**config.mk**
```make
export PLATFORM = sky130hd
export DESIGN_NAME = ac_motor_spwm
export DESIGN_NICKNAME = d
export VERILOG_FILES = /design/src/rtl/ac_motor_spwm.sv
export SDC_FILE = /design/constraint.sdc
export NUM_CORES = 2
export LEC_CHECK = 0
export CORE_MARGIN = 5
export CORE_UTILIZATION = 62
export DETAILED_ROUTE_END_ITERATION = 16
export HOLD_SLACK_MARGIN = 0.02
export PLACE_DENSITY = 0.81
export SYNTH_ARGS = -nofsm -noshare
export SYNTH_HDL_FRONTEND = slang
export SYNTH_SLANG_ARGS = --single-unit
```
**constraint.sdc**
```tcl
create_clock -name clk -period 29.8 [get_ports clk]
set_input_delay 2.98 -clock clk [delete_from_list [all_inputs] [get_ports clk]]
set_output_delay 2.98 -clock clk [all_outputs]
set_load 0.1 [all_outputs]
```
**src/rtl/ac_motor_spwm.sv**
```systemverilog
// Three-phase sinusoidal PWM: triangle carrier, regularly-sampled sine references, comparators.
// Optional complementary gates with dead time when AC_MOTOR_DEAD_TIME_EN is defined.
module ac_motor_spwm #(
  parameter int unsigned TRI_STEP = 2048,
  parameter int unsigned TRI_MAX  = 4194304,
  parameter int unsigned PHASE_W  = 16
) (
  input  logic               clk,
  input  logic               reset,
  input  logic        [11:0] frequency,
  input  logic        [11:0] amplitude,
`ifdef AC_MOTOR_DEAD_TIME_EN
  input  logic        [10:0] dead_time,
  output logic               out1_n,
  output logic               out2_n,
  output logic               out3_n,
`endif
  output logic signed [23:0] triangle,
  output logic               lock,
  output logic signed [23:0] sine1,
  output logic signed [23:0] sine2,
  output logic signed [23:0] sine3,
  output logic               out1,
  output logic               out2,
  output logic               out3
);

  localparam logic signed [23:0] TriHi = 24'(TRI_MAX);
  localparam logic signed [23:0] TriLo = -TriHi;
  localparam logic signed [23:0] Step  = 24'(TRI_STEP);
  localparam logic [PHASE_W-1:0] Off2  = PHASE_W'(21845);
  localparam logic [PHASE_W-1:0] Off3  = PHASE_W'(43691);

  // First quadrant (inclusive of 90 degrees) of round(2047*sin(2*pi*i/256)).
  localparam logic [10:0] QuarterLut [65] = '{
    11'd0,    11'd50,   11'd100,  11'd151,  11'd201,  11'd251,  11'd300,  11'd350,
    11'd399,  11'd449,  11'd497,  11'd546,  11'd594,  11'd642,  11'd690,  11'd737,
    11'd783,  11'd830,  11'd875,  11'd920,  11'd965,  11'd1009, 11'd1052, 11'd1095,
    11'd1137, 11'd1179, 11'd1219, 11'd1259, 11'd1299, 11'd1337, 11'd1375, 11'd1411,
    11'd1447, 11'd1483, 11'd1517, 11'd1550, 11'd1582, 11'd1614, 11'd1644, 11'd1674,
    11'd1702, 11'd1729, 11'd1756, 11'd1781, 11'd1805, 11'd1828, 11'd1850, 11'd1871,
    11'd1891, 11'd1910, 11'd1927, 11'd1944, 11'd1959, 11'd1973, 11'd1986, 11'd1997,
    11'd2008, 11'd2017, 11'd2025, 11'd2032, 11'd2037, 11'd2041, 11'd2045, 11'd2046,
    11'd2047
  };

  function automatic logic signed [11:0] sine_lut(input logic [7:0] idx);
    logic [10:0] mag;
    mag = idx[6] ? QuarterLut[7'd64 - {1'b0, idx[5:0]}] : QuarterLut[{1'b0, idx[5:0]}];
    return idx[7] ? -$signed({1'b0, mag}) : $signed({1'b0, mag});
  endfunction

  logic signed [23:0] tri_q, tri_d;
  logic               up_q, up_d;
  logic               lock_q, lock_d;
  logic [PHASE_W-1:0] phase_q, phase_d;
  logic signed [23:0] sine_q [3];
  logic signed [23:0] sine_d [3];
  logic [2:0]         raw_q, raw_d;
  logic [PHASE_W-1:0] ph [3];
  logic signed [11:0] lut_s;
  logic signed [24:0] prod;

  always_comb begin
    tri_d = tri_q;
    up_d  = up_q;
    if (up_q) begin
      if (tri_q >= TriHi) begin
        tri_d = tri_q - Step;
        up_d  = 1'b0;
      end else begin
        tri_d = tri_q + Step;
      end
    end else begin
      if (tri_q <= TriLo) begin
        tri_d = tri_q + Step;
        up_d  = 1'b1;
      end else begin
        tri_d = tri_q - Step;
      end
    end
    // Registering the next-value compare keeps lock aligned with the carrier minimum.
    lock_d  = (tri_d == TriLo);
    phase_d = lock_q ? phase_q + PHASE_W'(frequency) : phase_q;
  end

  always_comb begin
    ph[0] = phase_q;
    ph[1] = phase_q + Off2;
    ph[2] = phase_q + Off3;
    lut_s = '0;
    prod  = '0;
    raw_d = '0;
    for (int n = 0; n < 3; n++) begin
      lut_s     = sine_lut(ph[n][PHASE_W-1 -: 8]);
      prod      = $signed({{13{lut_s[11]}}, lut_s}) * $signed({13'd0, amplitude});
      sine_d[n] = lock_q ? 24'(prod >>> 1) : sine_q[n];
      raw_d[n]  = sine_q[n] > tri_q;
    end
  end

  always_ff @(posedge clk) begin
    if (reset) begin
      tri_q   <= TriLo;
      up_q    <= 1'b1;
      lock_q  <= 1'b0;
      phase_q <= '0;
      raw_q   <= '0;
      for (int n = 0; n < 3; n++) sine_q[n] <= '0;
    end else begin
      tri_q   <= tri_d;
      up_q    <= up_d;
      lock_q  <= lock_d;
      phase_q <= phase_d;
      raw_q   <= raw_d;
      for (int n = 0; n < 3; n++) sine_q[n] <= sine_d[n];
    end
  end

  assign triangle = tri_q;
  assign lock     = lock_q;
  assign sine1    = sine_q[0];
  assign sine2    = sine_q[1];
  assign sine3    = sine_q[2];

`ifdef AC_MOTOR_DEAD_TIME_EN
  logic [2:0]  last_q, last_d, gate_q, gate_d, gate_n_q, gate_n_d;
  logic [10:0] cnt_q [3];
  logic [10:0] cnt_d [3];
  logic        busy;

  always_comb begin
    last_d   = raw_q;
    gate_d   = '0;
    gate_n_d = '0;
    busy     = 1'b0;
    for (int n = 0; n < 3; n++) begin
      cnt_d[n] = cnt_q[n];
      // Any raw edge (including one inside an active gap) restarts the both-low window.
      if (raw_q[n] != last_q[n]) begin
        busy     = (dead_time != '0);
        cnt_d[n] = busy ? dead_time - 11'd1 : '0;
      end else begin
        busy = (cnt_q[n] != '0);
        if (busy) cnt_d[n] = cnt_q[n] - 11'd1;
      end
      gate_d[n]   = raw_q[n] & ~busy;
      gate_n_d[n] = ~raw_q[n] & ~busy;
    end
  end

  always_ff @(posedge clk) begin
    if (reset) begin
      last_q   <= '0;
      gate_q   <= '0;
      gate_n_q <= '0;
      // Start inside a gap so the low side cannot pulse right after reset.
      for (int n = 0; n < 3; n++) cnt_q[n] <= dead_time;
    end else begin
      last_q   <= last_d;
      gate_q   <= gate_d;
      gate_n_q <= gate_n_d;
      for (int n = 0; n < 3; n++) cnt_q[n] <= cnt_d[n];
    end
  end

  assign out1   = gate_q[0];
  assign out2   = gate_q[1];
  assign out3   = gate_q[2];
  assign out1_n = gate_n_q[0];
  assign out2_n = gate_n_q[1];
  assign out3_n = gate_n_q[2];
`else
  assign out1 = raw_q[0];
  assign out2 = raw_q[1];
  assign out3 = raw_q[2];
`endif

endmodule

```
==> impl_metrics.csv <==
group,metric,value,unit
worst_setup_path,arrival,13.54,ns
sta,relSlewSlack,0.223,
synthesis,synth.largest_area_cell,"fa_1",
synthesis,synth_area_leaders,"fa_1 21%, ha_1 14%, dfxtp_1 7.3%",
power,leakagePower,14.1,nW
clock_network,htree_levels,3,
sta,setup_violations,0,
detailed_routing,top_layer_used,"met4",
worst_setup_path,path_common_cell,"inv_1",
global_routing,grt_usage,0.360,
clock_network,clkSlewWorstSetupHoldPaths,0.10,ns
die,die_area,51200,µm²
die,die_h,226,µm
final_layout,final_common_cell,"inv_1",
detailed_routing,drc,0,
final_layout,design_area,30700,µm²
sta,finalHoldViolCount,0,
final_layout,nFillCells,3945,
detailed_routing,vias,28500,
clock_network,cts_sinks,106,
synthesis,synth_edf_count,0,
detailed_routing,wire_per_inst,21.5,µm
clock_network,cts_tree,"yes",
clock_network,clock_latency,0.42,ns
final_layout,drive_gt1_frac,0.0456,
sta,fin_worst_skew,0.0214,ns
worst_setup_path,startpoint_type,"register",
final_layout,antennaDiodeCount,0,
sta,setup_tns,0,ns
worst_setup_path,critPathRequiredTime,30.08,ns
final_layout,area_growth,5.99,%
placed_design,place_ws,16.78,ns
detailed_routing,drt_iter0_markers,3587,
die,ios,126,
die,die_w,226,µm
synthesis,synth.avg_cell_area,7.61,µm²
detailed_routing,vias_per_cell,6.53,
sta,rsz0062_at_grt,"no",
sta,setup_ws,16.54,ns
sta,period_share,0.445,
final_layout,mostFrequentLayoutCells,"462 x inv_1, 419 x nand2_1, 329 x ha_1",
global_routing,grt.overflow.total,0,
synthesis,async_flop_share,0,
global_routing,grt_pass1_wl,148000,µm
synthesis,ys_seq_elements,106,
clock_network,clockRootBuffer,"clkbuf_16",
die,start_util,0.625,
synthesis,synth_warnings,0,
job,maxCapViolCount,0,
final_layout,nets,4404,
worst_setup_path,slowest_stage,"ha_1",
clock_network,postCtsResizedCells,0,
detailed_routing,m1WireLength,36900,µm
placed_design,portBuffers,114,
detailed_routing,wl_met3,9640,µm
sta,post-route-min-period,13.26,ns
synthesis,ys_types,101,
sta,tightestPinTransition,1.16,ns
detailed_routing,drt_wl_total,93800,µm
status,outcome,"complete, no violations",
sta,fmax,0.0754,GHz
placed_design,dpl_cell_area,30400,µm²
clock_network,cts_buffers,9,
clock_network,cts_setup_buffers,0,
min_path,hp-class,"reg2reg",
synthesis,synth_top_area_frac,0.211,
placed_design,place.gp.congestion,1.06,
detailed_routing,firstDrtPassIters,9,
die,coreArea,46400,µm²
global_routing,grt_pass1_vias,26900,
worst_setup_path,worstSetupPathType,"reg2reg",
final_layout,postLayoutCoreUtil,0.663,
power,pwr_density_cell,82.8,nW/µm²
synthesis,seq_area_frac_synth,0.0732,
synthesis,syn_area,29000,µm²
die,rows,79,
power,vdd_drop_max,0.000232,V
sta,slew_violations,0,
detailed_routing,wl_met2,42000,µm
worst_setup_path,worst-path-max-fanout,40,
global_routing,antenna_found_initial,0,
synthesis,synthCells,3806,
placed_design,post-dp-hpwl,69700,µm
global_routing,grt_max_degree,72,
synthesis,yosys_most_used_dff,"dfxtp_1",
worst_setup_path,critPathMaxStageDelay,0.89,ns
worst_setup_path,crit_path_end_kind,"register",
detailed_routing,route.antenna.remaining_nets,0,
clock_network,cts_buffer_depth,2,
clock_network,holdBufCountCts,0,
cell usage after synthesis, types with 7 or more instances:
master / count
o221ai_1: 19
buf_4: 15
or2_2: 26
a21o_1: 34
a31oi_1: 52
o211ai_1: 44
o2111ai_1: 11
nor3b_1: 7
ha_1: 329
and2_1: 113
a2111oi_0: 21
a211o_1: 9
buf_1: 26
clkbuf_1: 203
nor4_1: 23
o32ai_1: 8
mux2i_1: 72
buf_2: 34
nand2_1: 419
a21boi_0: 11
a21oi_1: 193
xor2_1: 34
o22ai_1: 17
and3_1: 27
or3_1: 28
a311oi_1: 24
dfxtp_1: 106
nor2_1: 262
nand3_1: 94
o311a_1: 9
a211oi_1: 60
fa_1: 305
inv_1: 463
o21a_1: 18
o21ai_0: 177
a2bb2oi_1: 7
nor2b_1: 68
a221oi_1: 12
nand2b_1: 30
nor3_1: 104
o31ai_1: 30
xnor2_1: 90
nand4_1: 25
o311ai_0: 14
through the flow:
| step | power, mW | hold slack (ns) | cells |
|---|---|---|---|
| after floorplan | 1.84 | 0.527 | 3816 |
| after global placement | 2.31 | 0.489 | 4340 |
| after detailed placement | 2.37 | 0.494 | 4340 |
| after CTS | 2.53 | 0.509 | 4356 |
| after global routing | 2.80 | 0.533 | 4356 |
| final | 2.54 | 0.514 | 4356 |
logic make-up (layout without fill, tap and decap cells):
family	Yosys count	after routing	share of synthesized area
flops	106	106	0.0732
buf+inv	753	686	0.102
xor+xnor	126	126	0.0386
fa+ha+maj	634	634	0.353
other cells	1	11	0.000129
mux	80	80	0.0293
compound gates	849	849	0.197
simple gates	1257	1257	0.207
layout make-up:
type                       count  area (µm²)  area share
clock buffer                  10         239     0.00778
clock inverter                 6        93.8     0.00306
timing repair buffer         199        1770      0.0577
sequential                   106        2130      0.0693
multi-input combinational   2957       24000       0.780
inverter                     471        1770      0.0576
tap                          607         759      0.0247
layer usage:
| metal | up-vias | GRT usage |
|---|---|---|
| li1 | 12900 | - |
| met1 | 13600 | 0.474 |
| met2 | 1664 | 0.568 |
| met3 | 364 | 0.0749 |
| met4 | 0 | 0.172 |
| met5 | - | 0 |
path summary, 6_finish.rpt:
path                     start  depth (start not counted)  slack [ns]       endpoint
setup / recovery    phase_q[9]                         41       16.54  sine_q[0][45]
hold reg to reg   sine_q[0][5]                          2        0.51   sine_q[0][5]
hold / removal    sine_q[0][5]                          2        0.51   sine_q[0][5]
setup reg to reg    phase_q[9]                         41       16.54  sine_q[0][45]
critical path, delay by kind of cell (launching register included):
family                     cells  cell delay [ns]
DFF                            1             0.43
AOI/OAI and AO/OA             11             2.84
muxes                          1             0.43
and+or+nand+nor                8             1.59
xor gates and xnor gates       2             1.55
adders and majority gates      9             4.22
buffers and inverters         10             1.98
sequential cells by signal (all words and copies together) (netlist names):
| register | flops |
|---|---|
| sine_q | 72 |
| raw_q | 3 |
| up_q | 1 |
| lock | 1 |
| triangle | 13 |
| phase_q | 16 |
power by group:
part	leakage (nW)	internal [mW]	switching, mW
Combinational	13.0	0.874	1.34
Clock	0.162	0.0703	0.0715
Sequential	0.861	0.160	0.0266
No activity file was read; power rests on OpenSTA's default activity.
